## src/rtl/uart_pkg.sv

```systemverilog
// Shared definitions for the UART receive path: FSM states, parity modes
// and the data-width clamp limits.
package uart_pkg;

  typedef enum logic [2:0] {
    IDLE,
    START,
    DATA,
    PARITY,
    STOP1,
    STOP2,
    BRK_WAIT
  } rx_state_t;

  typedef enum logic {
    PARITY_EVEN = 1'b0,
    PARITY_ODD  = 1'b1
  } parity_mode_t;

  localparam int DATA_BITS_MIN       = 5;
  localparam int DATA_BITS_MAX_LEGAL = 9;

  // Requested widths outside the supported range snap to the nearest limit.
  function automatic logic [3:0] clamp_data_bits(input logic [3:0] bits,
                                                 input logic [3:0] max_bits);
    if (bits < 4'(DATA_BITS_MIN)) return 4'(DATA_BITS_MIN);
    if (bits > max_bits) return max_bits;
    return bits;
  endfunction

endpackage

```

## src/rtl/uart_rx_sampler.sv

```systemverilog
// Metastability synchronizer for the serial line plus a 3-sample majority
// voter: two stored samples are voted with the live synchronized value.
module uart_rx_sampler #(
  parameter int SYNC_STAGES = 3
) (
  input  logic clk,
  input  logic rst,
  input  logic rx,
  input  logic sample_en,
  output logic rx_sync,
  output logic majority
);

  logic [SYNC_STAGES-1:0] sync_q;
  logic [1:0]             samples_q;

  // Flops reset to the idle line level so reset never looks like a start bit.
  always_ff @(posedge clk) begin
    if (rst) begin
      sync_q    <= '1;
      samples_q <= '1;
    end else begin
      sync_q <= {sync_q[SYNC_STAGES-2:0], rx};
      if (sample_en) begin
        samples_q <= {samples_q[0], sync_q[SYNC_STAGES-1]};
      end
    end
  end

  assign rx_sync  = sync_q[SYNC_STAGES-1];
  assign majority = (samples_q[1] & samples_q[0]) |
                    (samples_q[1] & rx_sync) |
                    (samples_q[0] & rx_sync);

endmodule

```

## src/rtl/uart_rx_engine.sv

```systemverilog
// Oversampling UART receiver: latches the frame format at the start edge,
// votes each bit mid-period, and hands frames to a valid/ready output register.
module uart_rx_engine
  import uart_pkg::*;
#(
  parameter int DIV_SIZE    = 16,
  parameter int DATA_MAX    = 9,
  parameter int SYNC_STAGES = 3
) (
  input  logic                clk_i,
  input  logic                rst_i,
  input  logic                en_i,
  input  logic [3:0]          data_bits_i,
  input  logic                parity_en_i,
  input  logic                parity_odd_i,
  input  logic                stop_bits_i,
  input  logic [DIV_SIZE-1:0] baud_div_i,
  input  logic                rx_i,
  output logic [DATA_MAX-1:0] rx_data_o,
  output logic                rx_valid_o,
  input  logic                rx_ready_i,
  output logic                parity_err_o,
  output logic                frame_err_o,
  output logic                break_o,
  output logic                overrun_o,
  output logic                busy_o
);

  localparam logic [3:0] MAX_BITS = (DATA_MAX > DATA_BITS_MAX_LEGAL) ?
                                    4'(DATA_BITS_MAX_LEGAL) : 4'(DATA_MAX);

  rx_state_t            state_q, state_d;
  logic [DIV_SIZE-1:0]  cnt_q, cnt_d;
  logic [3:0]           bit_idx_q, bit_idx_d;
  logic [DIV_SIZE-1:0]  baud_q, baud_d;
  logic [3:0]           nbits_q, nbits_d;
  logic                 par_en_q, par_en_d;
  parity_mode_t         par_mode_q, par_mode_d;
  logic                 two_stop_q, two_stop_d;
  logic [DATA_MAX-1:0]  shift_q, shift_d;
  logic                 par_acc_q, par_acc_d;
  logic                 stop_err_q, stop_err_d;
  logic                 all_zero_q, all_zero_d;
  logic                 frame_done;

  logic                 rx_sync;
  logic                 bit_val;
  logic                 sample_en;
  logic                 in_frame;
  logic [DIV_SIZE-1:0]  half;
  logic                 at_wrap;
  logic                 at_decide;

  logic [DATA_MAX-1:0]  load_data;
  logic                 load_perr;
  logic                 load_ferr;
  logic                 load_brk;

  uart_rx_sampler #(
    .SYNC_STAGES(SYNC_STAGES)
  ) u_sampler (
    .clk      (clk_i),
    .rst      (rst_i),
    .rx       (rx_i),
    .sample_en(sample_en),
    .rx_sync  (rx_sync),
    .majority (bit_val)
  );

  assign in_frame  = state_q inside {START, DATA, PARITY, STOP1, STOP2};
  assign half      = baud_q >> 1;
  assign at_wrap   = (cnt_q == baud_q - 1'b1);
  assign at_decide = (cnt_q == half + 1'b1);
  assign sample_en = in_frame && ((cnt_q == half - 1'b1) || (cnt_q == half));
  assign busy_o    = (state_q != IDLE);

  always_comb begin
    state_d    = state_q;
    cnt_d      = '0;
    bit_idx_d  = bit_idx_q;
    baud_d     = baud_q;
    nbits_d    = nbits_q;
    par_en_d   = par_en_q;
    par_mode_d = par_mode_q;
    two_stop_d = two_stop_q;
    shift_d    = shift_q;
    par_acc_d  = par_acc_q;
    stop_err_d = stop_err_q;
    all_zero_d = all_zero_q;
    frame_done = 1'b0;

    if (in_frame) begin
      cnt_d = at_wrap ? '0 : cnt_q + 1'b1;
    end

    case (state_q)
      IDLE: begin
        if (en_i && !rx_sync) begin
          state_d    = START;
          cnt_d      = '0;
          bit_idx_d  = '0;
          baud_d     = baud_div_i;
          nbits_d    = clamp_data_bits(data_bits_i, MAX_BITS);
          par_en_d   = parity_en_i;
          par_mode_d = parity_mode_t'(parity_odd_i);
          two_stop_d = stop_bits_i;
          shift_d    = '0;
          par_acc_d  = 1'b0;
          stop_err_d = 1'b0;
          all_zero_d = 1'b1;
        end
      end
      START: begin
        if (at_decide && bit_val) begin
          state_d = IDLE;
        end else if (at_wrap) begin
          state_d = DATA;
        end
      end
      DATA: begin
        if (at_decide) begin
          shift_d    = shift_q | (DATA_MAX'(bit_val) << bit_idx_q);
          par_acc_d  = par_acc_q ^ bit_val;
          all_zero_d = all_zero_q & ~bit_val;
        end
        if (at_wrap) begin
          if (bit_idx_q == nbits_q - 4'd1) begin
            state_d = par_en_q ? PARITY : STOP1;
          end else begin
            bit_idx_d = bit_idx_q + 4'd1;
          end
        end
      end
      PARITY: begin
        if (at_decide) begin
          par_acc_d  = par_acc_q ^ bit_val;
          all_zero_d = all_zero_q & ~bit_val;
        end
        if (at_wrap) begin
          state_d = STOP1;
        end
      end
      STOP1: begin
        if (at_decide) begin
          stop_err_d = stop_err_q | ~bit_val;
          all_zero_d = all_zero_q & ~bit_val;
        end
        // The last stop bit completes at its decision point, not at bit end.
        if (!two_stop_q && at_decide) begin
          frame_done = 1'b1;
          state_d    = all_zero_d ? BRK_WAIT : IDLE;
        end else if (two_stop_q && at_wrap) begin
          state_d = STOP2;
        end
      end
      STOP2: begin
        if (at_decide) begin
          stop_err_d = stop_err_q | ~bit_val;
          all_zero_d = all_zero_q & ~bit_val;
          frame_done = 1'b1;
          state_d    = all_zero_d ? BRK_WAIT : IDLE;
        end
      end
      BRK_WAIT: begin
        if (rx_sync) begin
          state_d = IDLE;
        end
      end
      default: begin
        state_d = IDLE;
      end
    endcase

    if (!en_i && (state_q != IDLE)) begin
      state_d    = IDLE;
      frame_done = 1'b0;
    end
  end

  // A break reports zero data and suppresses the parity flag.
  assign load_brk  = all_zero_d;
  assign load_data = all_zero_d ? '0 : shift_q;
  assign load_perr = !all_zero_d && par_en_q && (par_acc_q ^ (par_mode_q == PARITY_ODD));
  assign load_ferr = stop_err_d;

  always_ff @(posedge clk_i) begin
    if (rst_i) begin
      state_q    <= IDLE;
      cnt_q      <= '0;
      bit_idx_q  <= '0;
      baud_q     <= '0;
      nbits_q    <= '0;
      par_en_q   <= 1'b0;
      par_mode_q <= PARITY_EVEN;
      two_stop_q <= 1'b0;
      shift_q    <= '0;
      par_acc_q  <= 1'b0;
      stop_err_q <= 1'b0;
      all_zero_q <= 1'b0;
    end else begin
      state_q    <= state_d;
      cnt_q      <= cnt_d;
      bit_idx_q  <= bit_idx_d;
      baud_q     <= baud_d;
      nbits_q    <= nbits_d;
      par_en_q   <= par_en_d;
      par_mode_q <= par_mode_d;
      two_stop_q <= two_stop_d;
      shift_q    <= shift_d;
      par_acc_q  <= par_acc_d;
      stop_err_q <= stop_err_d;
      all_zero_q <= all_zero_d;
    end
  end

  // An unaccepted frame is never overwritten; the newcomer is dropped instead.
  always_ff @(posedge clk_i) begin
    if (rst_i) begin
      rx_data_o    <= '0;
      rx_valid_o   <= 1'b0;
      parity_err_o <= 1'b0;
      frame_err_o  <= 1'b0;
      break_o      <= 1'b0;
      overrun_o    <= 1'b0;
    end else begin
      overrun_o <= 1'b0;
      if (frame_done) begin
        if (!rx_valid_o || rx_ready_i) begin
          rx_data_o    <= load_data;
          rx_valid_o   <= 1'b1;
          parity_err_o <= load_perr;
          frame_err_o  <= load_ferr;
          break_o      <= load_brk;
        end else begin
          overrun_o <= 1'b1;
        end
      end else if (rx_ready_i) begin
        rx_valid_o <= 1'b0;
      end
    end
  end

endmodule

```

## config.mk

```make
export PLATFORM = sky130hd
export DESIGN_NAME = uart_rx_engine
export DESIGN_NICKNAME = d
export VERILOG_FILES = /design/src/rtl/uart_pkg.sv /design/src/rtl/uart_rx_sampler.sv /design/src/rtl/uart_rx_engine.sv
export SDC_FILE = /design/constraint.sdc
export NUM_CORES = 1
export LEC_CHECK = 0
export ABC_AREA = 0
export BUFFER_PORTS_ARGS = -buffer_cell sky130_fd_sc_hd__buf_4
export CELL_PAD_IN_SITES_DETAIL_PLACEMENT = 0
export CELL_PAD_IN_SITES_GLOBAL_PLACEMENT = 1
export CORE_ASPECT_RATIO = 0.8
export CORE_MARGIN = 2
export CORE_UTILIZATION = 46
export CTS_BUF_LIST = sky130_fd_sc_hd__clkbuf_4
export DETAILED_ROUTE_END_ITERATION = 8
export MAX_ROUTING_LAYER = met4
export PLACE_DENSITY = 0.9
export SETUP_SLACK_MARGIN = 0.4
export SLEW_MARGIN = 10
export SYNTH_ARGS = -nofsm -noshare
export SYNTH_HDL_FRONTEND = slang
export SYNTH_HIERARCHICAL = 1
export SYNTH_SLANG_ARGS = --single-unit
```

## constraint.sdc

```tcl
create_clock -name clk_i -period 4.1 [get_ports clk_i]
set_clock_uncertainty 0.1 [all_clocks]
set_input_delay 1.23 -clock clk_i [delete_from_list [all_inputs] [get_ports clk_i]]
set_output_delay 1.23 -clock clk_i [all_outputs]
set_load 0.02 [all_outputs]
```

Word-level counts from Yosys, hierarchy flattened
Index checks and enable logic that the tools add are counted.
Widths: inputs -> output; s select.
{"block": "classes", "addsub": 6, "n_lt_le_gt_ge": 2, "n_eq_ne": 23, "shift": 1, "mux": 55, "bitwise_logic": 12, "reduce_logical": 33}
{"op": "$mux 16", "count": 4}
{"op": "$eq 16x16->1", "count": 3}
{"op": "$mux 3", "count": 13}
{"op": "$mux 4", "count": 7}
{"op": "$mux 9", "count": 3}
{"op": "$mux 1", "count": 21}
{"op": "$pmux 3 s7", "count": 1}
{"op": "$pmux 9 s2", "count": 1}
{"op": "$add 15x1->16 const B", "count": 1}
{"op": "$add 16x1->16 const B", "count": 1}
{"op": "$eq 16x15->1", "count": 1}
{"op": "$sub 15x1->16 const B", "count": 1}
{"op": "$sub 16x1->16 const B", "count": 1}
{"op": "$ne 2x2->1 const B", "count": 6}
{"op": "$eq 3x3->1 const B", "count": 3}
{"op": "$or 9x9->9", "count": 1}
{"op": "$shl 1x4->9", "count": 1}
{"op": "$logic_and 1x1->1", "count": 8}
{"op": "$ne 2x1->1 const B", "count": 4}
{"op": "$pmux 4 s2", "count": 1}
{"op": "$reduce_and 8->1", "count": 1}
{"op": "$reduce_or 2->1", "count": 4}
{"op": "$eq 3x2->1 const B", "count": 2}
{"op": "$pmux 1 s2", "count": 3}
{"op": "other kinds (23)", "count": 40}
{"block": "totals", "reg_bits": 77, "in_bits": 28, "out_inout_bits": 15}

Depth between registers and ports, before layout
{"block": "logic_depth", "ltp_word": 11, "ltp_mapped": 15}

Hierarchy
Netlist, hierarchy kept.
{"module": "uart_rx_engine", "instances": 1, "cells_per_inst": 619, "area_each_um2": 4705.8, "seq_area_each_um2": 1441.4}
{"module": "uart_rx_sampler", "instances": 1, "cells_per_inst": 13, "area_each_um2": 158.9, "seq_area_each_um2": 100.1}

Worst setup path after synthesis
No wires, ideal clock.
{"block": "synth_path", "kind": "reg-to-reg", "start": "register baud_q[2]", "end": "register u_sampler.samples_q[0]", "setup_time_ns": 0.120, "arrival_ns": 3.261, "required_time_ns": 3.880, "setup_slack_ns": 0.619, "path_stages_with_launch": 16, "n_path_buf": 2, "path_cell_list": "dfxtp_1 clkbuf_1 inv_1 ha_1 clkbuf_1 or3b_2 or3_1 nor2_1 nor2_1 xnor2_1 a21oi_1 a31oi_1 or4_1 a21oi_1 nor2b_1 a211o_1"}
{"block": "synth_via", "elab_chain_cells": 4}
{"item": "from (decl)", "line_no": "uart_rx_engine.sv:35", "rtl": "logic [DIV_SIZE-1:0] baud_q, baud_d;"}
{"item": "from (signal assigned)", "line_no": "uart_rx_engine.sv:204", "rtl": "baud_q <= baud_d;"}
{"item": "$sub 15x1->16", "line_no": "uart_rx_engine.sv:74", "rtl": "assign sample_en = in_frame && ((cnt_q == half - 1'b1) || (cnt_q == half));"}
{"item": "$eq 16x16->1", "line_no": "uart_rx_engine.sv:74"}
{"item": "$logic_or 1x1->1 *", "line_no": "uart_rx_engine.sv:74"}
{"item": "$logic_and 1x1->1 *", "line_no": "uart_rx_engine.sv:74"}
{"item": "net sample_en", "line_no": "uart_rx_engine.sv:48", "rtl": "logic sample_en;"}
{"item": "to (signal assigned)", "line_no": "uart_rx_sampler.sv:25", "rtl": "samples_q <= {samples_q[0], sync_q[SYNC_STAGES-1]};"}
{"item": "to (decl)", "line_no": "uart_rx_sampler.sv:15", "rtl": "logic [1:0] samples_q;"}
The timed path passes the listed nets; every way through them passes the cells marked *.
A chain may end at the register's enable or synchronous reset.

Final worst setup path
{"block": "layout_path", "start": "register baud_q[4]", "end": "register rx_data_o[8]"}
{"block": "layout_via", "elab_chain_cells": 7}
{"item": "$add 15x1->16 *", "line_no": "uart_rx_engine.sv:73", "rtl": "assign at_decide = (cnt_q == half + 1'b1);"}
{"item": "$eq 16x16->1 *", "line_no": "uart_rx_engine.sv:73"}
{"item": "$logic_and 1x1->1", "line_no": "uart_rx_engine.sv:149", "rtl": "if (!two_stop_q && at_decide) begin"}
{"item": "$mux 1", "line_no": "uart_rx_engine.sv:149"}
{"item": "$pmux 1 s2", "line_no": "uart_rx_engine.sv:96", "rtl": "case (state_q)"}
{"item": "$mux 1", "line_no": "uart_rx_engine.sv:174", "rtl": "if (!en_i && (state_q != IDLE)) begin"}
{"item": "$reduce_and 2->1 (no source line)"}
{"item": "to (signal assigned)", "line_no": "uart_rx_engine.sv:229", "rtl": "rx_data_o <= load_data;"}
{"item": "to (decl)", "line_no": "uart_rx_engine.sv:19", "rtl": "output logic [DATA_MAX-1:0] rx_data_o,"}
Every way passes the cells marked *; elsewhere a longest branch is shown, timed or not. The select of a mux whose other input is x is not followed.

==> impl_metrics.ini <==
[synth]
synth_top_area_share_pct = 31.69
synth_cells = 632
yosys.cell_types.count = 67
syn-num-nets = 666
synth_ff_type = dfxtp_1
ys_seq_elements = 77
synth.yosys.warnings = 6
mappedNetlistArea_um2 = 4865
yosysTopAreaCell = dfxtp_1
synth_area_leaders = dfxtp_1, xnor2_1, nand2_1, xor2_1, nor2_1
yosysSeqAreaShare_pct = 31.69
synth-edff-count = 0
synthArstFlopShare_pct = 0
postSynthAreaPerCell_um2 = 7.697

[floorplanning]
die_h_um = 95.98
dieWidth_um = 119.0
num_rows = 33
die_area_um2 = 11420
start_util_pct = 47.32
io-pin-count = 43
core_area_um2 = 10280

[worst_setup_path]
r2r_slack_ns = 0.55
reg2reg_from = baud_q[4]
crit_fanout = 15
r2r_cells = 9
worst_r2r_endpoint = rx_data_o[8]
arrival_ns = 3.82
worstSetupEndpointType = register
crit_required_ns = 4.36
path_class = register to register
critPathLaunchType = register

[global_route]
grt_pass1_wl_mm = 21.15
grt_pass1_vias = 4141
grt_overflow = 0
track_usage_pct = 24.20
grt_max_degree = 42
antenna_found_initial = 0

[power_and_ir_drop]
combPwrFrac_pct = 25.7
p_per_area_nw_per_um2 = 345.5
swShare_pct = 34.69
p_seq_share_pct = 44.9
clkPwrFrac_pct = 29.4
ir_worst_vdd_uv = 238.5
power.switching_uw = 651.3
p_int_mw = 1.226
p_total_mw = 1.878
leakage_nw = 2.007

[route]
via_per_inst = 5.807
drcViolationCount = 0
firstDrtPassIters = 6
num_vias = 4611
wl_mm = 13.14
antenna_left = 0
drt_iter0_markers = 336
wl_per_cell_um = 16.55

[job]
drv_cap = 0

[placed_design]
io_buffers = 42
routabilityCongestion = 1.018
dp_hpwl_mm = 9.850

[timing]
rsz0062_at_grt = true
min_period_ns = 3.553
timing.fmax_mhz = 281.4
slew_headroom_pct = 40.36
tightest_slew_ns = 0.8864
hold_viol = 0
fin_tns_setup_ns = 0
period_share_pct = 86.67
setup_violations = 0
drv_slew = 0

[cells_and_area]
nets = 683
antenna_cells = 0
drive_gt1_share_pct = 15.14
post-route-util_pct = 52.85
area_growth_pct = 11.70

[worst_hold_path]
whs_path_depth = 1
min_from = u_sampler/sync_q[0]
hp-class = register to register
holdPathEnd = u_sampler/sync_q[1]

[run_status]
status = complete, no violations

[clocking]
cts.root.buffer_cell = clkbuf_4
cts_made_buffers = 9
worstSkewPairLatency_ns = 0.46
cts_tree = built
h-tree-depth = 3
cts_sinks = 77
clkTransAtPathRegs_ns = 0.15
cts_hold_buf = 0
cts_buffer_depth = 2
==> cell usage after synthesis, types with 4 or more instances <==
cell type / n
nand2_1: 70
nor4_1: 13
a21oi_1: 46
and3_1: 6
a31oi_1: 8
nor4b_1: 4
nand4_1: 7
o21a_1: 8
nor2_1: 62
nand3_1: 25
xnor2_1: 35
dfxtp_1: 77
clkbuf_1: 29
nor2b_1: 12
buf_2: 12
xor2_1: 29
nand2b_1: 15
or3_1: 11
and4_1: 4
a22o_1: 11
or2_2: 6
inv_1: 18
or4_1: 4
nor3_1: 25
o211ai_1: 4
o21ai_0: 17
ha_1: 6
nor3b_1: 6
==> cell type report <==
type | count | area (µm²)
clock buffers | 9 | 67.56
clock inverters | 7 | 97.59
fillers | 985 | 4847
inverters | 18 | 67.56
multi-input cells | 489 | 3068
flip-flops and latches | 77 | 1553
well taps | 140 | 175.2
repair buffers | 54 | 405.4
==> state kept, by name, indices dropped and copies added (netlist names), 2 cells and up <==
signal               cells
u_sampler/sync_q         3
cnt_q                   16
shift_q                  9
rx_data_o                9
baud_q                  16
bit_idx_q                4
nbits_q                  4
state_q                  3
u_sampler/samples_q      2
==> power by group through the flow <==
stage / clock, mW / combinational (mW) / sequential [mW]
3_5_place_dp: 0 / 0.470 / 0.859
2_1_floorplan: 0 / 0.402 / 0.811
4_1_cts: 0.561 / 0.473 / 0.842
5_1_grt: 0.593 / 0.534 / 0.850
3_3_place_gp: 0 / 0.463 / 0.858
6_report: 0.552 / 0.482 / 0.843
==> worst max-delay path by stage <==
| stage | start | to | cells after the start |
|---|---|---|---|
| final | baud_q[4] | rx_data_o[8] | 9 |
| after global routing | baud_q[2] | state_q[1] | 12 |
| after CTS | baud_q[3] | rx_data_o[8] | 10 |
| after detailed placement | baud_q[4] | rx_data_o[7] | 9 |
| after global placement | baud_q[4] | parity_err_o | 9 |
| after floorplan | baud_q[2] | u_sampler/samples_q[0] | 15 |
==> what timing repair did <==
action	in CTS	in global routing
gates resized for setup	4	10
pin swaps	0	2
setup buffers	0	1
cloned	0	0
setup endpoints to repair	13	34
==> logic make-up after synthesis <==
kind of cell | count (synthesis) | share of synthesized area [%]
buffers and inverters | 66 | 5.890
multiplexers | 2 | 0.4115
AND/OR/NAND/NOR | 285 | 30.45
XOR/XNOR | 64 | 11.52
adder cells (fa/ha/maj) | 7 | 1.749
AO/OA/AOI/OAI | 131 | 18.29
flip-flops | 77 | 31.69
==> layer usage <==
layer / global-route usage (%) / share of wire, % / vias up
met2: 33.00 / 39 / 201
li1: - / - / 2256
met3: 7.050 / 8.9 / 30
met4: 8.135 / 2.5 / 0
met5: - / 0 / -
met1: 33.93 / 49 / 2124
==> cells in the final DEF, fill, tap and decap left out, types with 13 or more instances in the layout <==
cell type	Yosys	routed
nand2b_1	15	15
nand2_1	70	70
buf_4	2	54
nand3_1	25	25
xor2_1	29	29
nor4_1	13	13
nor2_1	62	60
dfxtp_1	77	72
xnor2_1	35	35
a21oi_1	46	45
nor3_1	25	25
inv_1	18	18
o21ai_0	17	17
==> metrics by stage <==
step	hold WS (ns)	worst slack (ns)	area, µm²	instances
2_1_floorplan	0.2895	0.6193	4865	632
3_3_place_gp	0.2919	0.3961	5221	777
3_5_place_dp	0.2933	0.3208	5221	777
4_1_cts	0.3246	0.4577	5391	793
5_1_grt	0.3321	0.3079	5434	794
6_report	0.3230	0.5467	5434	794
==> worst max-delay path: stages (launching register included) <==
cell     delay, ns
dfxtp_2       0.59
nand4_2       0.28
or2_2         0.38
o31ai_2       0.24
o21ai_0       0.18
or4_1         0.50
nor3_1        0.14
or4b_1        0.52
nor2b_2       0.26
a22o_1        0.27
Power figures use the tool's default switching activity.
